## src/rtl/fpro_bridge_pkg.sv

```systemverilog
// Shared state encoding, command-byte layout and frame geometry for the
// FPro UART bridge master and its response shifter.
package fpro_bridge_pkg;

  typedef enum logic [2:0] {
    ST_CMD,
    ST_ADDR,
    ST_DATA,
    ST_BUS,
    ST_RESP
  } state_e;

  localparam int WR_BIT = 7;

  localparam logic [7:0] ACK_DEFAULT = 8'hA5;
  localparam logic [7:0] NAK_DEFAULT = 8'h5A;

  localparam int ADDR_BYTES = 3;
  localparam int DATA_BYTES = 4;

endpackage

```

## src/rtl/fpro_bridge_tx_shift.sv

```systemverilog
// 32-bit response shifter: emits load_count_i bytes MSB first through a
// valid/ready stage and pulses done_o on the final handshake.
module fpro_bridge_tx_shift (
  input  logic        clk_i,
  input  logic        reset_ni,
  input  logic        load_i,
  input  logic [31:0] load_word_i,
  input  logic [2:0]  load_count_i,
  input  logic        tx_ready_i,
  output logic [7:0]  tx_data_o,
  output logic        tx_valid_o,
  output logic        done_o
);

  logic [31:0] shift_q, shift_d;
  logic [2:0]  count_q, count_d;
  logic        valid_q, valid_d;
  logic        handshake;

  assign handshake = valid_q && tx_ready_i;
  assign done_o    = handshake && (count_q == 3'd1);

  always_comb begin
    shift_d = shift_q;
    count_d = count_q;
    valid_d = valid_q;
    if (load_i) begin
      shift_d = load_word_i;
      count_d = load_count_i;
      valid_d = 1'b1;
    end else if (handshake) begin
      if (count_q == 3'd1) begin
        count_d = 3'd0;
        valid_d = 1'b0;
      end else begin
        shift_d = {shift_q[23:0], 8'h00};
        count_d = count_q - 3'd1;
      end
    end
  end

  always_ff @(posedge clk_i or negedge reset_ni) begin
    if (!reset_ni) begin
      shift_q <= '0;
      count_q <= '0;
      valid_q <= 1'b0;
    end else begin
      shift_q <= shift_d;
      count_q <= count_d;
      valid_q <= valid_d;
    end
  end

  assign tx_data_o  = shift_q[31:24];
  assign tx_valid_o = valid_q;

endmodule

```

## src/rtl/fpro_uart_bridge_master.sv

```systemverilog
// Byte-stream command parser acting as FPro MMIO bus initiator.
// Define FRAME_TIMEOUT_EN to drop partial frames after TIMEOUT_CYCLES idle.
module fpro_uart_bridge_master
  import fpro_bridge_pkg::*;
#(
  parameter int unsigned ADDR_WIDTH     = 21,
  parameter logic [7:0]  ACK_BYTE       = ACK_DEFAULT,
  parameter logic [7:0]  NAK_BYTE       = NAK_DEFAULT,
  parameter int unsigned TIMEOUT_CYCLES = 1_000_000
) (
  input  logic                  clk_i,
  input  logic                  reset_ni,
  input  logic [7:0]            rx_data_i,
  input  logic                  rx_valid_i,
  output logic                  rx_ready_o,
  output logic [7:0]            tx_data_o,
  output logic                  tx_valid_o,
  input  logic                  tx_ready_i,
  output logic                  mmio_cs_o,
  output logic                  mmio_read_o,
  output logic                  mmio_write_o,
  output logic [ADDR_WIDTH-1:0] mmio_addr_o,
  output logic [31:0]           mmio_wr_data_o,
  input  logic [31:0]           mmio_rd_data_i,
  output logic                  busy_o
);

  state_e                  state_q, state_d;
  logic [1:0]              cnt_q, cnt_d;
  logic                    is_wr_q, is_wr_d;
  logic [ADDR_WIDTH-1:0]   addr_sh_q, addr_sh_d;
  logic [31:0]             data_sh_q, data_sh_d;
  logic                    cs_q, cs_d;
  logic                    rd_q, rd_d;
  logic                    wr_q, wr_d;
  logic [ADDR_WIDTH-1:0]   mmio_addr_q, mmio_addr_d;
  logic [31:0]             wdata_q, wdata_d;
  logic                    rx_ready_q, rx_ready_d;

  logic                    rx_fire;
  logic                    timeout_hit;
  logic [ADDR_WIDTH-1:0]   addr_next;
  logic [31:0]             data_next;
  logic                    tx_load;
  logic [31:0]             tx_word;
  logic [2:0]              tx_count;
  logic                    tx_done;

  assign rx_fire   = rx_valid_i && rx_ready_q;
  // Shifting into an ADDR_WIDTH register drops the unused upper address bits.
  assign addr_next = {addr_sh_q[ADDR_WIDTH-9:0], rx_data_i};
  assign data_next = {data_sh_q[23:0], rx_data_i};

`ifdef FRAME_TIMEOUT_EN
  logic [19:0] idle_q, idle_d;
  logic        in_frame;

  assign in_frame    = (state_q == ST_ADDR) || (state_q == ST_DATA);
  assign timeout_hit = in_frame && !rx_fire && (idle_q == 20'(TIMEOUT_CYCLES - 1));

  always_comb begin
    idle_d = '0;
    if (in_frame && !rx_fire && !timeout_hit) begin
      idle_d = idle_q + 20'd1;
    end
  end

  always_ff @(posedge clk_i or negedge reset_ni) begin
    if (!reset_ni) begin
      idle_q <= '0;
    end else begin
      idle_q <= idle_d;
    end
  end
`else
  logic unused_timeout;
  assign unused_timeout = ^TIMEOUT_CYCLES;
  assign timeout_hit    = 1'b0;
`endif

  always_comb begin
    state_d     = state_q;
    cnt_d       = cnt_q;
    is_wr_d     = is_wr_q;
    addr_sh_d   = addr_sh_q;
    data_sh_d   = data_sh_q;
    cs_d        = 1'b0;
    rd_d        = 1'b0;
    wr_d        = 1'b0;
    mmio_addr_d = mmio_addr_q;
    wdata_d     = wdata_q;
    tx_load     = 1'b0;
    tx_word     = '0;
    tx_count    = 3'd1;

    unique case (state_q)
      ST_CMD: begin
        if (rx_fire) begin
          if (rx_data_i[WR_BIT-1:0] != '0) begin
            tx_load = 1'b1;
            tx_word = {NAK_BYTE, 24'h000000};
            state_d = ST_RESP;
          end else begin
            is_wr_d = rx_data_i[WR_BIT];
            cnt_d   = 2'd0;
            state_d = ST_ADDR;
          end
        end
      end

      ST_ADDR: begin
        if (rx_fire) begin
          addr_sh_d = addr_next;
          if (cnt_q == 2'(ADDR_BYTES - 1)) begin
            cnt_d = 2'd0;
            if (is_wr_q) begin
              state_d = ST_DATA;
            end else begin
              state_d     = ST_BUS;
              cs_d        = 1'b1;
              rd_d        = 1'b1;
              mmio_addr_d = addr_next;
            end
          end else begin
            cnt_d = cnt_q + 2'd1;
          end
        end else if (timeout_hit) begin
          cnt_d   = 2'd0;
          state_d = ST_CMD;
        end
      end

      ST_DATA: begin
        if (rx_fire) begin
          data_sh_d = data_next;
          if (cnt_q == 2'(DATA_BYTES - 1)) begin
            cnt_d       = 2'd0;
            state_d     = ST_BUS;
            cs_d        = 1'b1;
            wr_d        = 1'b1;
            mmio_addr_d = addr_sh_q;
            wdata_d     = data_next;
          end else begin
            cnt_d = cnt_q + 2'd1;
          end
        end else if (timeout_hit) begin
          cnt_d   = 2'd0;
          state_d = ST_CMD;
        end
      end

      // Read data is only valid while the strobe is on the bus, so capture it here.
      ST_BUS: begin
        tx_load  = 1'b1;
        tx_word  = is_wr_q ? {ACK_BYTE, 24'h000000} : mmio_rd_data_i;
        tx_count = is_wr_q ? 3'd1 : 3'(DATA_BYTES);
        state_d  = ST_RESP;
      end

      ST_RESP: begin
        if (tx_done) begin
          state_d = ST_CMD;
        end
      end

      default: state_d = ST_CMD;
    endcase

    rx_ready_d = (state_d == ST_CMD) || (state_d == ST_ADDR) || (state_d == ST_DATA);
  end

  always_ff @(posedge clk_i or negedge reset_ni) begin
    if (!reset_ni) begin
      state_q     <= ST_CMD;
      cnt_q       <= '0;
      is_wr_q     <= 1'b0;
      addr_sh_q   <= '0;
      data_sh_q   <= '0;
      cs_q        <= 1'b0;
      rd_q        <= 1'b0;
      wr_q        <= 1'b0;
      mmio_addr_q <= '0;
      wdata_q     <= '0;
      rx_ready_q  <= 1'b0;
    end else begin
      state_q     <= state_d;
      cnt_q       <= cnt_d;
      is_wr_q     <= is_wr_d;
      addr_sh_q   <= addr_sh_d;
      data_sh_q   <= data_sh_d;
      cs_q        <= cs_d;
      rd_q        <= rd_d;
      wr_q        <= wr_d;
      mmio_addr_q <= mmio_addr_d;
      wdata_q     <= wdata_d;
      rx_ready_q  <= rx_ready_d;
    end
  end

  fpro_bridge_tx_shift u_tx_shift (
    .clk_i        (clk_i),
    .reset_ni     (reset_ni),
    .load_i       (tx_load),
    .load_word_i  (tx_word),
    .load_count_i (tx_count),
    .tx_ready_i   (tx_ready_i),
    .tx_data_o    (tx_data_o),
    .tx_valid_o   (tx_valid_o),
    .done_o       (tx_done)
  );

  assign rx_ready_o     = rx_ready_q;
  assign mmio_cs_o      = cs_q;
  assign mmio_read_o    = rd_q;
  assign mmio_write_o   = wr_q;
  assign mmio_addr_o    = mmio_addr_q;
  assign mmio_wr_data_o = wdata_q;
  assign busy_o         = (state_q != ST_CMD);

endmodule

```

## config.mk

```make
export PLATFORM = sky130hd
export DESIGN_NAME = fpro_uart_bridge_master
export DESIGN_NICKNAME = d
export VERILOG_FILES = /design/src/rtl/fpro_bridge_pkg.sv /design/src/rtl/fpro_bridge_tx_shift.sv /design/src/rtl/fpro_uart_bridge_master.sv
export SDC_FILE = /design/constraint.sdc
export NUM_CORES = 1
export LEC_CHECK = 0
export CAP_MARGIN = 20
export CORE_UTILIZATION = 45
export CTS_BUF_LIST = sky130_fd_sc_hd__clkbuf_4 sky130_fd_sc_hd__clkbuf_8
export DETAILED_ROUTE_END_ITERATION = 10
export GPL_ROUTABILITY_DRIVEN = 0
export PLACE_DENSITY = 0.74
export SLEW_MARGIN = 15
export SYNTH_ARGS = -nofsm -noshare
export SYNTH_HDL_FRONTEND = slang
export SYNTH_SLANG_ARGS = --single-unit
```

## constraint.sdc

```tcl
create_clock -name clk_i -period 4.7 [get_ports clk_i]
set_input_delay 0.94 -clock clk_i [delete_from_list [all_inputs] [get_ports clk_i]]
set_output_delay 0.94 -clock clk_i [all_outputs]
set_load 0.1 [all_outputs]
```

; ---- Word-level counts from Yosys, hierarchy flattened
; Index checks and enable logic that the tools add are counted.
[totals]
latch_bits = 0
n_memories = 0
elab_cells = 103
rom_bits = 0
out_inout_bits = 67
reg_bits = 144
mem_bits_rw = 0
[classes]
multipliers = 0
n_addsub = 2
magnitude_cmp = 0
div = 0
n_mux = 48
n_shift = 0
bitwise = 1
n_eq_ne = 17
n_reduce_logical = 21
[op_table]
columns = operator, count
row1 = $mux W32, 4
row2 = $mux W21, 5
row3 = $pmux W32 S2, 1
row4 = $mux W31, 2
row5 = $pmux W21 S2, 1
row6 = $mux W3, 12
row7 = $ne A2 B2 Y1 const B, 8
row8 = $pmux W3 S5, 1
row9 = $mux W1, 13
row10 = $mux W2, 6
row11 = $eq A3 B1 Y1 const B, 3
row12 = $eq A3 B2 Y1 const B, 3
row13 = $reduce_and A2 Y1, 4
row14 = $reduce_bool A7 Y1, 1
row15 = $logic_not A3 Y1, 2
row16 = $pmux W2 S3, 1
row17 = $reduce_and A3 Y1, 2
row18 = $reduce_and A6 Y1, 1
row19 = $reduce_bool A2 Y1, 3
row20 = $reduce_bool A3 Y1, 2
row21 = $reduce_and A5 Y1, 1
row22 = $eq A2 B2 Y1 const B, 2
row23 = $pmux W1 S2, 2
row24 = $eq A3 B3 Y1 const B, 1
row25 = other kinds (5), 8

; ---- Depth between registers and ports, before layout
; Gate-level depths: netlist (run 1).
[logic_depth]
word_depth = 7
mapped_depth = 8
mapped_depth_nobuf = 6

; ---- Modules after synthesis
; A second synthesis (run 1) with hierarchy kept.
[unflattened]
cells_unflattened = 513
area_unflattened_um2 = 6532.5
[by_module_without_submodules]
columns = mod, instances, cells_per_inst, area_per_inst_um2, seq_area_each_um2
row1 = fpro_uart_bridge_master, 1, 329, 4707.0, 2702.6
row2 = fpro_bridge_tx_shift, 1, 184, 1825.5, 900.9

; ---- Worst setup path after synthesis (run 1)
; No wires, ideal clock.
[synth_timing]
kind = register to output
start = register state_q[1]
end = output busy_o
n_path_buf = 2
path_stages_with_launch = 4
slack_ps = 2409
arrival_time_ps = 1351
cell_sequence = dfrtp_1 buf_2 buf_2 or3_1
[synth_via]
elab_chain_len = 1
[synth_lines]
columns = element, line
row1 = start: declaration, fpro_uart_bridge_master.sv:28  ; state_e state_q, state_d;
row2 = start signal: assignment, fpro_uart_bridge_master.sv:186  ; state_q <= state_d;
row3 = $reduce_bool A3 Y1, fpro_uart_bridge_master.sv:218  ; assign busy_o = (state_q != ST_CMD);
row4 = end: declaration, fpro_uart_bridge_master.sv:25  ; output logic busy_o
; No other way between the ends.

; ---- Worst setup path after layout (run 1)
; Same ends and word-level chain as after synthesis.

==> impl_metrics.ini, run 1 <==
[run_status]
outcome = finished clean

[floorplan]
die_area_um2 = 14700
start_util_pct = 46.1
die_h_um = 121
io_pins = 111
rows = 43
core-area_um2 = 13900
die_w_um = 121

[worst_setup_path]
slowest_stage = clkdlybuf4s50_1
criticalPathCategory = register to output port
path_buf_inv = 1
crit_cells = 2
worstSetupStartpoint = state_q[1]
path_delay_family = buffers and inverters
cp.arrival_ps = 2430
worst_setup_path_start_kind = register
r2r_cells = 4
reg2reg_from = state_q[1]
endpoint_kind = output port
cp_cell_sequence = or3_1 -> clkdlybuf4s50_1
crit_required_ps = 3760
cp_max_fo = 17
critPathMaxStageDelay_ps = 1150

[yosys]
synth.area.top_cells = dfrtp_1, mux2_2, mux2i_1
synth-edff-count = 0
async_flop_share_pct = 100
ys_seq_area_share_pct = 56.3
ys.flop_type = dfrtp_1
syn-cell-area_um2 = 6400
yosys.area.top_type_share_pct = 56.3
yosysUniqueCellTypes = 45
avgSynthCellArea_um2 = 12.8
synthCells = 499
ys_ff_latch = 144
syn-num-nets = 550
yosys_warnings = 0
yosysTopAreaCell = dfrtp_1

[global_route]
antenna_found_initial = 0
grt_pass1_vias = 4328
overflow = 0
grt.total_usage_pct = 19.6
grt_pass1_wl_mm = 22.0
grt_max_degree = 66

[min_path]
hold_class = input port to async pin

[clock_network]
clk_pin_slew_worst_paths_ps = 70
cts_max_path_buffers = 2
cts_resized = 0
cts_sinks = 144
cts-root-buf = clkbuf_8
cts_tree = built
post_cts_buffers = 0
postCtsHoldBufs = 0
h-tree-depth = 4
clk_latency_ps = 440
cts_made_buffers = 17

[final_layout]
drive_gt1_share_pct = 21.2
syn2layout_area_growth_pct = 23.5
antennaDiodeCount = 0
finalNonFillerCells = 785
nets = 645
stdcell_area_um2 = 7900
postLayoutCoreUtil_pct = 56.9

[pwr]
p_leak_nw = 3.57
pwr_density_cell_nw_per_um2 = 424
power_mw = 3.35
peakVddDrop_uv = 252

[routing]
vias_per_cell = 5.32
vias = 4173
detail_route.iter0.violations = 244
wl_mm = 13.4
drtAntennaViolNets = 0
drt_first_pass_iters = 4
wl_per_cell_um = 17.1
drc = 0

[placement]
dp_cells = 754
pre_cts_slack_ps = 1380
portBuffers = 110
hpwl_mm = 9.03
post_dp_cell_area_um2 = 7530

[timing]
period_share_pct = 71.7
grt_setup_unrepaired = false
finalHoldViolCount = 0
period_minus_slack_ps = 3370
finClkSkew_ps = 12.1
finalSetupViolations = 0
fmax_ghz = 0.297
tightest_slew_ps = 1020
max_slew_margin_pct = 31.6
finalSetupTns_ps = 0
timing.final.ws_setup_ps = 1330
drv_slew = 0
finalHoldWorstSlack_ps = 486

[run]
drv_cap = 0
metal layers:
layer	routed length (um)	global-route usage [%]	vias to the layer above
met5	0	0	-
met4	227	8.10	0
met3	441	5.22	18
met2	6440	30.3	83
met1	6280	26.1	2081
li1	-	-	1991
flip-flops by register name (all words and copies together), names as in the netlist, 2 cells and up:
name	flops
cnt_q	2
addr_sh_q	21
data_sh_q	24
mmio_wr_data_o	32
mmio_addr_o	21
u_tx_shift.count_q	3
u_tx_shift.shift_q	32
state_q	3
power by group:
part / internal (mW) / total, mW / switching, mW
clock network: 0.459 / 0.894 / 0.435
logic: 0.342 / 0.977 / 0.636
registers: 1.37 / 1.48 / 0.104
path summary, 6_finish.rpt:
| check | slack (ps) | end |
|---|---|---|
| worst max register to register | 2230 | data_sh_q[23] |
| max in group asynchronous | 3160 | data_sh_q[7] |
| worst min-delay path | 490 | u_tx_shift.shift_q[25] |
| min in group clk_i | 490 | mmio_wr_data_o[1] |
| worst min register to register | 490 | mmio_wr_data_o[1] |
| worst max-delay path | 1330 | busy_o |
area by class of cell:
type                       count  area, um2
inverter                       6       22.5
clock buffer                  23        292
sequential                   144       3600
fill                        1132       5980
multi-input combinational    307       2530
clock inverter                 7       62.6
timing repair buffer         118       1170
tap                          180        225
cell usage in the layout, fill, tap and decap left out, types with 2 or more instances in the layout:
master / Yosys / final
nor3_1: 5 / 5
dfrtp_1: 144 / 144
nand3_1: 4 / 4
mux2_1: 3 / 3
clkbuf_8: 0 / 19
o21ai_0: 5 / 5
ha_1: 7 / 7
buf_6: 4 / 2
o31ai_1: 20 / 20
nand2_1: 7 / 7
clkdlybuf4s50_1: 0 / 109
a22o_1: 8 / 8
clkinv_2: 0 / 5
and2_1: 19 / 18
nor2_1: 27 / 27
nor3b_1: 2 / 2
nor2b_1: 3 / 3
a21oi_1: 41 / 40
mux2_2: 76 / 76
mux2i_1: 29 / 29
o211ai_1: 4 / 4
nand3b_1: 6 / 6
inv_1: 6 / 6
a222oi_1: 2 / 2
buf_4: 12 / 7
a21o_1: 4 / 4
o22a_1: 17 / 17
clkbuf_4: 0 / 4
synthesized netlist by cell type (all sizes together) (3+ instances only):
cell type,instances
a21oi,42
nand2,7
a21o,4
o21ai,5
clkbuf,7
nor2b,3
nand3b,7
nand3,4
nor3,5
o211ai,4
o31ai,20
a22o,8
dfrtp,144
mux2i,29
o22a,17
nor2,28
ha,7
inv,6
buf,35
and2,19
nor3b,4
mux2,79
kinds of logic after synthesis:
group	count (synthesis)	synth area share (%)
flops	144	56.3
simple gates	85	7.84
buf+inv	48	4.34
fa+ha+maj	7	1.37
mux	108	18.4
compound gates	107	11.7
Power figures use the tool's default switching activity.
==> run 2, diff against run 1 <==
Settings changed: PLACE_DENSITY 0.74 to 0.76.
Clock period 4.7 ns to 2.9 ns, I/O delays scaled along.
==> run 2 against run 1 <==
Final cell count increased by 1.1%. Clock skew decreased by 2.3 ps. Clock power rose by 94%. Critical path depth rose by 4. Wire length increased by 0.34%. Combinational power up 59%. Critical path type is now input port to register. Largest power group unchanged.
==> impl_metrics.ini, run 2 (same netlist as run 1, synthesis figures left out) <==
[timing]
finClkSkew_ps = 9.80
finalSetupViolations = 0
drv_slew = 0
finalHoldWorstSlack_ps = 79.9
fmax_ghz = 0.447
finalSetupTns_ps = 0
grt_setup_unrepaired = false
max_slew_margin_pct = 43.9
tightest_slew_ps = 841
period_share_pct = 77.2
period_minus_slack_ps = 2240
timing.final.ws_setup_ps = 661
finalHoldViolCount = 0

[floorplan]
die_area_um2 = 14700
rows = 43
die_w_um = 121
core-area_um2 = 13900
die_h_um = 121
io_pins = 111
start_util_pct = 46.1

[routing]
met1_length_mm = 6.29
vias = 4255
top_layer = met4
drc = 0
wl_per_cell_um = 16.9
wl_met2_mm = 6.48
drtAntennaViolNets = 0
vias_per_cell = 5.36
drt_first_pass_iters = 4
wl_mm = 13.4
detail_route.iter0.violations = 181
routed-wl-met3_um = 481

[final_layout]
drive_gt1_share_pct = 33.1
final_cell_mix = dfrtp_1, buf_4, mux2_2
postLayoutCoreUtil_pct = 56.9
layout_commonest_cell = dfrtp_1
nets = 653
syn2layout_area_growth_pct = 23.4
antennaDiodeCount = 0

[clock_network]
cts_max_path_buffers = 2
post_cts_buffers = 0
cts-root-buf = clkbuf_8
postCtsHoldBufs = 0
cts_tree = built
cts_sinks = 144
cts_made_buffers = 17
clk_latency_ps = 430
clk_pin_slew_worst_paths_ps = 80
cts_resized = 0
h-tree-depth = 4

[worst_setup_path]
endpoint_kind = register
regToRegSetupSlack_ps = 780
cp.arrival_ps = 2560
worst_setup_path_start_kind = input port
path_buf_inv = 2
slowest_stage = a21oi_2
criticalPathCategory = input port to register
critPathMaxStageDelay_ps = 680
cp_max_fo = 16
path_delay_family = compound AO/OA/AOI/OAI gates
crit_required_ps = 3220
cp_cell_sequence = clkdlybuf4s50_1 -> nor4_4 -> a21oi_2 -> buf_4 -> a21oi_1 -> a21o_1

[global_route]
grt_pass1_wl_mm = 22.1
antenna_found_initial = 0
grt.total_usage_pct = 19.7
grt_max_degree = 52
grt_pass1_vias = 4315
overflow = 0

[placement]
portBuffers = 110
hpwl_mm = 9.28
pre_cts_slack_ps = 222

[min_path]
hold_class = input port to async pin

[pwr]
pwr_density_cell_nw_per_um2 = 720
p_leak_nw = 3.76
peakVddDrop_uv = 338

[run]
drv_cap = 0

[run_status]
outcome = finished clean
[run 2: cell count changes in the layout (fill, tap and decap cells not counted), moves of 3 or more]
cell	previous run	this run
clkinv_2	5	1
clkbuf_4	4	1
clkdlybuf4s50_1	109	42
bufinv_16	1	4
buf_4	7	81
[run 2: routing by layer]
layer,vias to the layer above,track usage [%]
met3,12,4.23
met5,-,0
met2,84,31.6
met4,0,6.79
li1,2015,-
met1,2144,26.3
[run 2: power breakdown]
part | leakage (nW) | switching, mW | total [mW] | internal, mW
registers | 1.94 | 0.183 | 2.41 | 2.23
logic | 1.61 | 1.01 | 1.55 | 0.538
clock network | 0.212 | 0.757 | 1.73 | 0.971
total | 3.76 | 1.95 | 5.69 | 3.74
[run 2: per-stage QoR]
stage          cell area, um2  power, mW  cells
6_report                 7900       5.69    794
5_1_grt                  7900       5.94    794
4_1_cts                  7900       5.73    794
3_5_place_dp             7460       4.00    763
3_3_place_gp             7460       3.94    763
2_1_floorplan            6400       3.64    499
[run 2: layout make-up]
cell class	count	area (um2)
Clock buffer	19	255
Clock inverter	12	183
Fill cell	1154	5980
Inverter	6	22.5
Multi-Input combinational cell	307	2530
Sequential cell	144	3600
Tap cell	180	225
Timing Repair Buffer	126	1080
[run 2: path summary, 6_finish.rpt]
| kind | startpoint | to | cells after the start |
|---|---|---|---|
| setup / recovery | rx_data_i[3] | u_tx_shift.count_q[2] | 6 |
| hold / removal | reset_ni | u_tx_shift.shift_q[25] | 1 |
| setup reg to reg | state_q[1] | u_tx_shift.shift_q[10] | 5 |
| hold reg to reg | data_sh_q[23] | mmio_wr_data_o[31] | 1 |
| max in group asynchronous | reset_ni | mmio_wr_data_o[19] | 2 |
| min in group clk_i | data_sh_q[23] | mmio_wr_data_o[31] | 1 |
==> run 3, diff against run 2 <==
Clock period 2.9 ns to 1.89 ns, I/O delays scaled along.
==> run 3 against run 2 <==
Final area is 9.3% higher. Sequential power grew 53%. Worst hold slack better by 340 ps. Wire length grew 4.1%. Final cell count rose by 3.3%. Global-route usage increased by 0.80 points. Total power up 55%. Setup slack worse by 620 ps. Non-clock buffer count grew 26. Sequential cell count did not move. Clock skew fell by 1.9 ps. First-iteration DRC count increased by 39%. Critical endpoint is now busy_o.
==> impl_metrics.ini, run 3 (same netlist as run 1, synthesis figures left out) <==
[pwr]
peakVddDrop_uv = 521
p_leak_nw = 4.01
pwr_density_cell_nw_per_um2 = 1020
power_mw = 8.82

[clock_network]
cts_made_buffers = 17
clk_latency_ps = 440
h-tree-depth = 4
cts_sinks = 144
cts_max_path_buffers = 2
clk_pin_slew_worst_paths_ps = 70
cts_tree = built
cts-root-buf = clkbuf_8

[min_path]
hold_class = input port to async pin

[floorplan]
die_area_um2 = 14700
io_pins = 111
start_util_pct = 46.1
die_w_um = 121
rows = 43
core-area_um2 = 13900
die_h_um = 121

[final_layout]
finalNonFillerCells = 820
final_cell_mix = dfrtp_1, mux2_2, buf_4
antennaDiodeCount = 0
multi_input_area_um2 = 2540
drive_gt1_share_pct = 36.7
nets = 679
layout_commonest_cell = dfrtp_1
regArea_um2 = 3610
syn2layout_area_growth_pct = 34.9
n_fill_cell = 1061

[placement]
dp_cells = 781
portBuffers = 110
hpwl_mm = 9.70
pre_cts_slack_ps = -311

[timing]
finalSetupViolations = 0
fmax_ghz = 0.542
drv_slew = 0
max_slew_margin_pct = 71.7
finClkSkew_ps = 7.92
timing.final.ws_setup_ps = 43.5
tightest_slew_ps = 425
period_share_pct = 97.7
period_minus_slack_ps = 1850
grt_setup_unrepaired = false
finalHoldViolCount = 0

[global_route]
grt_max_degree = 62
grt.total_usage_pct = 20.5
antenna_found_initial = 0
overflow = 0
grt_pass1_wl_mm = 22.9
grt_pass1_vias = 4448

[worst_setup_path]
r2r_cells = 5
crit_required_ps = 1510
cp_max_fo = 2
endpoint_kind = output port
slowest_stage = dfrtp_1
criticalPathCategory = register to output port
cp_cell_sequence = buf_6 -> or3_4 -> buf_12
worst_setup_path_start_kind = register
critPathMaxStageDelay_ps = 400
cp.arrival_ps = 1470

[run]
drv_cap = 0

[routing]
detail_route.iter0.violations = 251
drt_first_pass_iters = 4
wl_per_cell_um = 17.1
drtAntennaViolNets = 0
vias = 4379
drc = 0
vias_per_cell = 5.34
wl_mm = 14.0

[run_status]
outcome = finished clean
## run 3: changes by cell type in the layout (fill, tap and decap cells not counted), sizes merged
cell / change
inv: -2
dlygate4sd3: +1
clkbuf: +5
buf: +24
bufinv: -2
## run 3: timing repair
action	4_1_cts	5_1_grt
setup endpoints to repair	1	32
buffers inserted	4	3
gates cloned	0	1
hold buffers	1	0
endpoints found under the hold margin	40	0
gates resized for setup	4	4
## run 3: layout make-up
cell class	count	area share, %
clock buffer	23	3.52
tap	180	2.61
timing repair buffer	152	21.2
clock inverter	8	1.22
inverter	6	0.261
sequential	144	41.8
multi-input combinational	307	29.4
## run 3: critical path: cells and delay by family, from the launching register on
kind	cells	cell delay (ps)
buffers and inverters	2	290
flip-flops	1	400
AND/OR/NAND/NOR	1	330
## run 3: per-stage QoR
stage	setup TNS (ps)	hold slack, ps	utilization [%]	area, um2
2_1_floorplan	0	82.4	-	6400
3_3_place_gp	-11460	325	58.5	8120
3_5_place_dp	-13280	330	58.5	8120
4_1_cts	0	418	61.8	8580
5_1_grt	0	465	62.2	8630
6_report	0	421	62.2	8630
## run 3: worst paths after layout
check                                   from                endpoint  slack, ps
max in group asynchronous           reset_ni           addr_sh_q[14]        800
hold / removal                      reset_ni  u_tx_shift.shift_q[25]        420
min in group clk_i         mmio_wr_data_o[2]       mmio_wr_data_o[2]        490
setup reg to reg                  state_q[0]      mmio_wr_data_o[28]        100
hold reg to reg            mmio_wr_data_o[2]       mmio_wr_data_o[2]        490
setup / recovery                  state_q[1]                  busy_o         40
## run 3: routing by layer
metal	vias to the layer above	track usage [%]	wire, um
met5	-	0	0
met4	0	8.33	235
met3	16	4.09	479
met2	97	32.4	6900
met1	2200	27.5	6380
li1	2066	-	-
## run 3: report_power, final
part,switching (mW),leakage [nW],internal (mW)
combinational,1.63,1.87,1.04
sequential,0.268,1.93,3.42
clock,1.12,0.201,1.34
total,3.02,4.01,5.80
